<file path="config.mk">
export PLATFORM = sky130hd
export DESIGN_NAME = vga_frame_engine_flat
export DESIGN_NICKNAME = d
export VERILOG_FILES = /design/src/rtl/vga_frame_engine_if.sv /design/src/rtl/vga_frame_engine.sv /design/src/flat_wrapper.sv
export SDC_FILE = /design/constraint.sdc
export NUM_CORES = 1
export LEC_CHECK = 0
export ABC_AREA = 1
export CAP_MARGIN = 20
export CORE_ASPECT_RATIO = 1.4
export CORE_MARGIN = 5
export CORE_UTILIZATION = 49
export CTS_BUF_LIST = sky130_fd_sc_hd__clkbuf_2
export DETAILED_ROUTE_END_ITERATION = 10
export GPL_TIMING_DRIVEN = 0
export PLACE_DENSITY = 0.82
export SLEW_MARGIN = 10
export SYNTH_ARGS = -nofsm -noshare
export SYNTH_HDL_FRONTEND = slang
export SYNTH_SLANG_ARGS = --single-unit
</file>
<file path="constraint.sdc">
create_clock -name clock -period 2.4 [get_ports clock]
set_input_delay 0.6 -clock clock [delete_from_list [all_inputs] [get_ports clock]]
set_output_delay 0.6 -clock clock [all_outputs]
set_load 0.01 [all_outputs]
</file>
<file path="src/rtl/vga_frame_engine_if.sv">
// Signal bundle between vga_frame_engine and its ppu/statemachine/DAC neighbours.
// master = the frame engine, slave = everything that feeds it or consumes its outputs.
interface vga_frame_engine_if #(
    parameter int COLOR_W     = 10,
    parameter int NUM_SPRITES = 2,
    parameter int ATTR_W      = 32
);
    logic [NUM_SPRITES*ATTR_W-1:0] attr_in;
    logic                          attr_valid;
    logic [COLOR_W-1:0]            red_in;
    logic [COLOR_W-1:0]            green_in;
    logic [COLOR_W-1:0]            blue_in;
    logic [11:0]                   hcount;
    logic [11:0]                   vcount;
    logic                          active;
    logic                          frame_start;
    logic                          hsync;
    logic                          vsync;
    logic                          blank_n;
    logic [COLOR_W-1:0]            red;
    logic [COLOR_W-1:0]            green;
    logic [COLOR_W-1:0]            blue;
    logic [NUM_SPRITES*ATTR_W-1:0] attr_out;
    logic                          attr_commit;
    logic [15:0]                   frame_count;

    modport master (
        input  attr_in, attr_valid, red_in, green_in, blue_in,
        output hcount, vcount, active, frame_start, hsync, vsync, blank_n,
        output red, green, blue, attr_out, attr_commit, frame_count
    );

    modport slave (
        output attr_in, attr_valid, red_in, green_in, blue_in,
        input  hcount, vcount, active, frame_start, hsync, vsync, blank_n,
        input  red, green, blue, attr_out, attr_commit, frame_count
    );
endinterface

</file>
<file path="src/rtl/vga_frame_engine.sv">
// Parametrised VGA timing, pipeline-aligned sync/blank/colour and vblank-committed sprite attributes.
// Optional feature: define FRAME_COUNTER_EN to enable frame_count (otherwise tied to 0).
module vga_frame_engine #(
    parameter int H_ACTIVE    = 1280,
    parameter int H_FP        = 48,
    parameter int H_SYNC      = 112,
    parameter int H_BP        = 248,
    parameter int V_ACTIVE    = 1024,
    parameter int V_FP        = 1,
    parameter int V_SYNC      = 3,
    parameter int V_BP        = 38,
    parameter bit HS_POL      = 1'b1,
    parameter bit VS_POL      = 1'b1,
    parameter int COLOR_W     = 10,
    parameter int PIPE_DELAY  = 2,
    parameter int NUM_SPRITES = 2,
    parameter int ATTR_W      = 32
) (
    input  logic                 clock,
    input  logic                 reset,
    vga_frame_engine_if.master   bus
);
    localparam int H_TOTAL = H_ACTIVE + H_FP + H_SYNC + H_BP;
    localparam int V_TOTAL = V_ACTIVE + V_FP + V_SYNC + V_BP;
    localparam int AW      = NUM_SPRITES * ATTR_W;

    localparam logic [11:0] H_LAST   = 12'(H_TOTAL - 1);
    localparam logic [11:0] V_LAST   = 12'(V_TOTAL - 1);
    localparam logic [11:0] H_ACT    = 12'(H_ACTIVE);
    localparam logic [11:0] V_ACT    = 12'(V_ACTIVE);
    localparam logic [11:0] HS_START = 12'(H_ACTIVE + H_FP);
    localparam logic [11:0] HS_END   = 12'(H_ACTIVE + H_FP + H_SYNC);
    localparam logic [11:0] VS_START = 12'(V_ACTIVE + V_FP);
    localparam logic [11:0] VS_END   = 12'(V_ACTIVE + V_FP + V_SYNC);

    logic [11:0]        hcount;
    logic [11:0]        vcount;
    logic               active;
    logic               frame_start;
    logic               vblank_entry;
    logic               hs_cond;
    logic               vs_cond;
    logic [2:0]         raw;
    logic [2:0]         dout;
    logic               gate;
    logic [COLOR_W-1:0] red_q;
    logic [COLOR_W-1:0] green_q;
    logic [COLOR_W-1:0] blue_q;
    logic [AW-1:0]      shadow;
    logic [AW-1:0]      attr_q;
    logic               pending;
    logic               commit_q;
    logic [15:0]        frame_q;

    always_ff @(posedge clock) begin
        if (reset) begin
            hcount <= '0;
            vcount <= '0;
        end else if (hcount == H_LAST) begin
            hcount <= '0;
            vcount <= (vcount == V_LAST) ? '0 : vcount + 12'd1;
        end else begin
            hcount <= hcount + 12'd1;
        end
    end

    assign active       = (hcount < H_ACT) && (vcount < V_ACT);
    assign frame_start  = (hcount == '0) && (vcount == '0);
    assign vblank_entry = (hcount == '0) && (vcount == V_ACT);
    assign hs_cond      = (hcount >= HS_START) && (hcount < HS_END);
    assign vs_cond      = (vcount >= VS_START) && (vcount < VS_END);

    // Stages carry "condition true" bits {hs, vs, blank_n}; polarity is applied at the output,
    // so the all-zero reset value means inactive sync and blanked video.
    // taps[2:0] is the undelayed stage, taps[3k+2:3k] is delay stage k.
    assign raw = {hs_cond, vs_cond, active};

    logic [3*PIPE_DELAY-1:0] dly;
    logic [3*PIPE_DELAY+2:0] taps;
    assign taps = {dly, raw};

    always_ff @(posedge clock) begin
        if (reset) dly <= '0;
        else       dly <= taps[3*PIPE_DELAY-1:0];
    end

    assign dout = taps[3*PIPE_DELAY +: 3];
    assign gate = taps[3*(PIPE_DELAY-1)];

    always_ff @(posedge clock) begin
        if (reset) begin
            red_q   <= '0;
            green_q <= '0;
            blue_q  <= '0;
        end else begin
            red_q   <= gate ? bus.red_in   : '0;
            green_q <= gate ? bus.green_in : '0;
            blue_q  <= gate ? bus.blue_in  : '0;
        end
    end

    // A write coinciding with vblank entry bypasses the shadow straight to attr_out.
    always_ff @(posedge clock) begin
        if (reset) begin
            shadow   <= '0;
            attr_q   <= '0;
            pending  <= 1'b0;
            commit_q <= 1'b0;
        end else if (bus.attr_valid && vblank_entry) begin
            shadow   <= bus.attr_in;
            attr_q   <= bus.attr_in;
            pending  <= 1'b0;
            commit_q <= 1'b1;
        end else if (vblank_entry && pending) begin
            attr_q   <= shadow;
            pending  <= 1'b0;
            commit_q <= 1'b1;
        end else begin
            if (bus.attr_valid) begin
                shadow  <= bus.attr_in;
                pending <= 1'b1;
            end
            commit_q <= 1'b0;
        end
    end

`ifdef FRAME_COUNTER_EN
    // Counts on the wrap into (0,0), so the first pulse after reset is never counted.
    always_ff @(posedge clock) begin
        if (reset)                                   frame_q <= '0;
        else if (hcount == H_LAST && vcount == V_LAST) frame_q <= frame_q + 16'd1;
    end
`else
    assign frame_q = '0;
`endif

    assign bus.hcount      = hcount;
    assign bus.vcount      = vcount;
    assign bus.active      = active;
    assign bus.frame_start = frame_start;
    assign bus.hsync       = dout[2] ? HS_POL : ~HS_POL;
    assign bus.vsync       = dout[1] ? VS_POL : ~VS_POL;
    assign bus.blank_n     = dout[0];
    assign bus.red         = red_q;
    assign bus.green       = green_q;
    assign bus.blue        = blue_q;
    assign bus.attr_out    = attr_q;
    assign bus.attr_commit = commit_q;
    assign bus.frame_count = frame_q;
endmodule

</file>
<file path="src/flat_wrapper.sv">
// flat-port wrapper written by rule: the top's interface ports become plain ports
module vga_frame_engine_flat 
#(
    parameter int H_ACTIVE    = 1280,
    parameter int H_FP        = 48,
    parameter int H_SYNC      = 112,
    parameter int H_BP        = 248,
    parameter int V_ACTIVE    = 1024,
    parameter int V_FP        = 1,
    parameter int V_SYNC      = 3,
    parameter int V_BP        = 38,
    parameter bit HS_POL      = 1'b1,
    parameter bit VS_POL      = 1'b1,
    parameter int COLOR_W     = 10,
    parameter int PIPE_DELAY  = 2,
    parameter int NUM_SPRITES = 2,
    parameter int ATTR_W      = 32
)
  (clock, reset, bus_attr_in, bus_attr_valid, bus_red_in, bus_green_in, bus_blue_in, bus_hcount, bus_vcount, bus_active, bus_frame_start, bus_hsync, bus_vsync, bus_blank_n, bus_red, bus_green, bus_blue, bus_attr_out, bus_attr_commit, bus_frame_count);
  vga_frame_engine_if #(.COLOR_W(COLOR_W), .NUM_SPRITES(NUM_SPRITES), .ATTR_W(ATTR_W)) bus_i ();
  input  logic clock;
  input  logic reset;
  input wire logic [$bits(bus_i.attr_in)-1:0] bus_attr_in;
  input wire logic [$bits(bus_i.attr_valid)-1:0] bus_attr_valid;
  input wire logic [$bits(bus_i.red_in)-1:0] bus_red_in;
  input wire logic [$bits(bus_i.green_in)-1:0] bus_green_in;
  input wire logic [$bits(bus_i.blue_in)-1:0] bus_blue_in;
  output wire logic [$bits(bus_i.hcount)-1:0] bus_hcount;
  output wire logic [$bits(bus_i.vcount)-1:0] bus_vcount;
  output wire logic [$bits(bus_i.active)-1:0] bus_active;
  output wire logic [$bits(bus_i.frame_start)-1:0] bus_frame_start;
  output wire logic [$bits(bus_i.hsync)-1:0] bus_hsync;
  output wire logic [$bits(bus_i.vsync)-1:0] bus_vsync;
  output wire logic [$bits(bus_i.blank_n)-1:0] bus_blank_n;
  output wire logic [$bits(bus_i.red)-1:0] bus_red;
  output wire logic [$bits(bus_i.green)-1:0] bus_green;
  output wire logic [$bits(bus_i.blue)-1:0] bus_blue;
  output wire logic [$bits(bus_i.attr_out)-1:0] bus_attr_out;
  output wire logic [$bits(bus_i.attr_commit)-1:0] bus_attr_commit;
  output wire logic [$bits(bus_i.frame_count)-1:0] bus_frame_count;
  assign bus_i.attr_in = bus_attr_in;
  assign bus_i.attr_valid = bus_attr_valid;
  assign bus_i.red_in = bus_red_in;
  assign bus_i.green_in = bus_green_in;
  assign bus_i.blue_in = bus_blue_in;
  assign bus_hcount = bus_i.hcount;
  assign bus_vcount = bus_i.vcount;
  assign bus_active = bus_i.active;
  assign bus_frame_start = bus_i.frame_start;
  assign bus_hsync = bus_i.hsync;
  assign bus_vsync = bus_i.vsync;
  assign bus_blank_n = bus_i.blank_n;
  assign bus_red = bus_i.red;
  assign bus_green = bus_i.green;
  assign bus_blue = bus_i.blue;
  assign bus_attr_out = bus_i.attr_out;
  assign bus_attr_commit = bus_i.attr_commit;
  assign bus_frame_count = bus_i.frame_count;
  vga_frame_engine #(.H_ACTIVE(H_ACTIVE), .H_FP(H_FP), .H_SYNC(H_SYNC), .H_BP(H_BP), .V_ACTIVE(V_ACTIVE), .V_FP(V_FP), .V_SYNC(V_SYNC), .V_BP(V_BP), .HS_POL(HS_POL), .VS_POL(VS_POL), .COLOR_W(COLOR_W), .PIPE_DELAY(PIPE_DELAY), .NUM_SPRITES(NUM_SPRITES), .ATTR_W(ATTR_W)) u_core (.clock(clock), .reset(reset), .bus(bus_i));
endmodule
</file>
* After elaboration in Yosys (flattened, before gate mapping)
Index checks and enable logic that the tools add are counted.
** Storage, ports and cells
- Flip-flop bits (word level) :: 190
- Input bits :: 97
** Cells by class
- Multiplexer cells :: 10
- Bitwise logic cells :: 1
- Add/subtract/negate cells :: 2
- Reduce and logical (&&, ||, !) cells :: 15
- Equality and inequality tests :: 4
- $lt $le $gt $ge :: 6
** Operators with widths (number)
- 64-bit 2-to-1 mux :: 5
- 12-bit by 11-bit less-than comparator with 1-bit output (second input constant) :: 4
- 12-bit by 11-bit equality test with 1-bit output (second input constant) :: 3
- 12-bit by 1-bit adder with 12-bit output (second input constant) :: 2
- 12-bit by 11-bit greater-or-equal comparator with 1-bit output (second input constant) :: 2
- 12-bit zero test :: 2
- 12-bit 2-to-1 mux :: 1
- 1-bit logical AND :: 7
- 1-bit 2-to-1 mux :: 4
- 2-bit nonzero test :: 2
- 2-bit OR reduction :: 2
- 3-bit OR reduction :: 1
- 2-bit by 1-bit != test with 1-bit output (second input constant) :: 1
- 2-bit AND reduction :: 1
- 1-bit NOT :: 1

* Logic depth before layout (Yosys ltp)
- Depth in word-level cells :: 5
- Mapped depth :: 13

* Worst setup path before layout
OpenSTA, ideal clock, no wires.
- Path kind :: register -> output
- Start :: register u_core.vcount[0], in the netlist u_core.bus.vcount[0]
- End :: output port bus_frame_start
- Stages on the path, launching flop included :: 8
- Arrival :: 1341 ps
- Slack :: 459 ps
- Path buffers :: 1
- Path through :: dfxtp_1 -> clkbuf_1 -> inv_1 -> ha_1 -> inv_1 -> nor2_2 -> nand3_1 -> nor4_1
** Between the ends
- Word-level cells in the longest chain between the ends :: 2
** RTL lines
- start: declaration :: RTL line vga_frame_engine.sv:37 : logic [11:0] vcount;
- start signal: assignment :: RTL line vga_frame_engine.sv:61 : vcount <= (vcount == V_LAST) ? '0 : vcount + 12'd1;
- 12-bit zero test :: RTL line vga_frame_engine.sv:68 : assign frame_start = (hcount == '0) && (vcount == '0);
- 1-bit logical AND :: RTL line vga_frame_engine.sv:68
- end: declaration :: RTL line flat_wrapper.sv:31 : output wire logic [$bits(bus_i.frame_start)-1:0] bus_frame_start;
Every way passes these cells.

* Final worst setup path
Ends and elaborated chain as after synthesis.

==> metrics.md <==
| Metric | Value |
|---|---|
| Clk slew on worst S/H paths | `~0.27 ns` |
| Via/cell ratio | `4.731` |
| Drt pass-1 iters | `4` |
| Mapped cell area | `a little over 0.008 mm2` |
| F_max | `about 380 MHz` |
| Placement Cell Area | `roughly 0.011 mm2` |
| Worst min-delay path class | `in -> reg` |
| Total Routing Usage GR | `0.2337` |
| Number of sinks on the clock net | `190` |
| Worst slack at placement | `-0.1566 ns` |
| DRC violations left | `0` |
| Setup violation total in the final timing report | `1` |
| Finished Cell Area | `about 0.011 mm2` |
| Clock Latency Late Sink | `approximately 0.78 ns` |
| Layout area overhead | `40.53%` |
| VDD IR max | `0.2880 mV` |
| Max Clock Skew | `~0.042 ns` |
| Final Total Pwr | `roughly 5.5 mW` |
| Area share of fa/ha/maj cells after synthesis | `0.007688` |
| Worst path bufs/invs | `4` |
| Number of stages on the worst hold path | `3` |
| Inserted Clock Buffers | `17` |
| Crit-path slowest cell | `dfxtp_2` |
| Ys flop type | `dfxtp_1` |
| Cell count after placement | `about 1,600` |
| Final cell count without fillers | `1,709` |
| Nature of the critical path startpoint | `register` |
| Leading cell types in the layout, fill and taps excluded | `nand2_1, inv_1, nor2_1` |
| Async set-reset flop share out of synthesis | `0` |
| Die Outline Area | `a little under 0.02 mm2` |
| Area of the core | `0.01624 mm2` |
| Number of hold violations in the final report | `0` |
| Most frequent standard cell in the layout excluding fill and tap cells | `nand2_1` |
| Mux cell area share after synthesis | `0` |
| Number of global-route vias before repair | `7,736` |
| I/O pin total | `between 200 and 250` |
| Antenna Violating Nets Remaining | `0` |
| Cell at the root of the clock tree | `clkbuf_2` |
| Placement Rows | `55` |
| Share of layout cells above drive strength 1 | `0.1398` |
| Kind of capture point of the worst setup path | `output pin` |
| First-iteration detailed-routing DRC count | `just over 300` |
| Reg-to-reg endpoint | `u_core.bus.attr_out[11]$_SDFFE_PP0P_` |
| Cell repeated most along the worst path | `inv_4` |
| Share of the yosys chip area belonging to registers | `0.4674` |
| Maximum count of clock buffers along a single path | `2` |
| Failing checks | `negative setup slack` |
| Leading cell types by total area after synthesis | `dfxtp_1, nand2_1, inv_1` |
| Count of buffers from port buffering | `approximately 220` |
| NumNets Final | `about 1,600` |
| Distinct cells, synth | `31` |
| Final-report max-slew violation count | `0` |
| Antenna violations before repair | `1` |
| H-tree level count | `4` |
| Average detailed-routed wire length per instance | `between 10 and 15 um` |
| Max-cap violation count | `0` |
| Minimum clock period | `between 2 and 3 ns` |
| Parity-gate share of the synthesized area counting xor and xnor cells | `0.005381` |
| PD cells | `479.8 mW/mm2` |
| Unrepaired setup endpoints after global routing | `true` |
| Clock tree from TritonCTS | `done` |
| Final clock period utilization by the worst path | `1.099` |
| Compound-Gate Fraction of Synth Area | `0.09579` |
| Global-route congestion overflow total | `0` |
| Starting utilization of the core area | `0.5011` |
| Number of storage elements in the synthesis netlist | `between 150 and 200` |
| Most area-hungry cell type in the Yosys netlist | `dfxtp_1` |
| WHS Endpoint | `u_core.bus.green[0]$_SDFF_PP0_` |
| Reported leakage power | `between 6 and 7 nW` |
| Syn Area/Cell | `6.703 um2` |
| Gpl congestion | `around 0.85` |
| Reg2Reg Launch Point | `u_core.bus.vcount[0]$_SDFFE_PP0N_` |
| Pin count of the biggest net entering global routing | `17` |
| CP arrival | `a little over 2 ns` |
| Total via count in the routed design | `between 8,000 and 9,000` |
| Startpoint of the lowest-slack hold path | `bus_green_in[0]` |
| Count of flip-flops with a built-in enable after synthesis | `0` |
| Kind of critical path | `reg -> out` |
| Main combinational cell family by area after synthesis | `simple AND/OR/NAND/NOR gates` |
| Largest stage delay, worst path | `roughly 0.38 ns` |
| CP required | `between 1.5 and 2 ns` |
| Slew headroom | `0.4995` |
| Chip Width | `between 100 and 150 um` |
| Highest net fanout along the worst path | `2` |
| Util after Layout | `0.7042` |
| Chip Height | `162.5 um` |
| Top delay family on crit path | `buffers and inverters` |
| Detailed placer's ending HPWL | `around 17,000 um` |
| Post-layout worst setup margin | `-0.2371 ns` |
| Synth Instances | `1,214` |
| Global-route wire length before repair | `36,600 um` |
| Post-synthesis share of cell area spent on and, or, nand and nor gates | `0.2663` |
| Minimum setup slack among reg-to-reg paths | `roughly 0.19 ns` |
| Ordered list of cells on the worst path | `clkbuf_8, inv_4, ha_4, inv_4, nor2_4, nand3_2, nor4_4, buf_2` |
| Status | `finished with violations` |
| Share of Yosys cell area claimed by the top area cell type | `0.4674` |
| DRT Wirelength | `23,360 um` |
| Count of synthesis-stage warnings from yosys | `0` |
| Worst Max-Slew Pin Slew | `between 0.7 and 0.8 ns` |
| Worst reg2reg path depth | `14` |
## synthesized netlist by cell type, types with 2 or more instances
| cell type | number |
|---|---|
| buf_4 | 16 |
| inv_1 | 233 |
| o21ai_0 | 64 |
| nor2_2 | 3 |
| buf_1 | 5 |
| nor3_1 | 14 |
| nor3b_1 | 2 |
| or2_2 | 4 |
| nand2_1 | 305 |
| nand4_1 | 8 |
| ha_1 | 5 |
| and3_1 | 2 |
| dfxtp_1 | 190 |
| a21oi_1 | 80 |
| buf_2 | 13 |
| nand3_1 | 19 |
| o21ai_1 | 5 |
| nor2_1 | 190 |
| buf_6 | 5 |
| clkbuf_1 | 29 |
| xor2_1 | 5 |
| inv_2 | 8 |
## per-stage QoR
stage / hold slack [ns] / TNS, ns
after floorplan: 0.3883 / 0
after global placement: 0.3949 / -1.903
after detailed placement: 0.4028 / -1.759
after CTS: 0.2349 / -0.4409
after global routing: 0.2026 / -0.4385
final: 0.3023 / -0.2371
## kinds of logic (layout without fill, tap and decap cells)
logic type / after synthesis / count (layout)
AND/OR/NAND/NOR: 550 / 550
buffers and inverters: 310 / 590
flip-flops: 190 / 190
AO/OA/AOI/OAI: 153 / 153
adder cells (fa/ha/maj): 5 / 5
XOR/XNOR: 5 / 5
other: 1 / 17
## area by class of cell
cell class / count / area [um2]
fillers: 1329 / 4805
flip-flops and latches: 190 / 3948
multi-input cells: 729 / 3178
repair buffers: 248 / 2532
inverters: 242 / 913.4
plain buffers: 68 / 379.1
well taps: 199 / 249.0
clock inverters: 13 / 138.9
clock buffers: 19 / 95.09
diodes: 1 / 2.502
## repair_timing
item | CTS | global route
pin swaps | 4 | 6
endpoints found under the hold margin | 0 | 0
buffers inserted | 19 | 10
gates resized for setup | 91 | 123
hold buffers | 0 | 0
endpoints found under the setup margin | 37 | 80
## how the worst max path moves through the flow
stage	startpoint	to	slack, ns	depth (start not counted)
after global routing	u_core.bus.hcount[1]$_SDFF_PP0_	bus_frame_start	-0.43	7
after detailed placement	u_core.bus.vcount[0]$_SDFFE_PP0N_	bus_frame_start	-0.16	8
after floorplan	u_core.bus.vcount[0]$_SDFFE_PP0N_	bus_frame_start	0.46	7
after CTS	u_core.bus.vcount[0]$_SDFFE_PP0N_	bus_frame_start	-0.44	8
final	u_core.bus.vcount[0]$_SDFFE_PP0N_	bus_frame_start	-0.24	8
after global placement	u_core.bus.vcount[0]$_SDFFE_PP0N_	bus_frame_start	-0.15	8
## worst min-delay path: stages
cell             delay [ns]
clkdlybuf4s50_1        0.39
inv_1                  0.05
nor2_1                 0.03
## registers in the layout (all words and copies together), names as in the netlist
| signal | cells |
|---|---|
| u_core.bus.green | 10 |
| u_core.bus.attr_out | 64 |
| u_core.dly | 6 |
| u_core.bus.attr_commit | 1 |
| u_core.shadow | 64 |
| u_core.bus.blue | 10 |
| u_core.pending | 1 |
| u_core.bus.vcount | 12 |
| u_core.bus.red | 10 |
| u_core.bus.hcount | 12 |
## where the power goes
part | leakage [nW] | total (mW) | internal, mW | switching, mW
clock | 0.151 | 1.59 | 0.497 | 1.10
sequential | 1.60 | 3.26 | 3.23 | 0.0249
combinational | 5.03 | 0.637 | 0.311 | 0.326
total | 6.77 | 5.49 | 4.04 | 1.45
## layer usage
metal / track usage / wire length, um / up-vias
met1: 0.2510 / 9170 / 3618
met4: 0.07855 / 578 / 0
met2: 0.4437 / 12110 / 298
met3: 0.05733 / 1498 / 41
met5: 0 / 0 / -
li1: - / - / 4129
(Power assumes the default switching activity.)
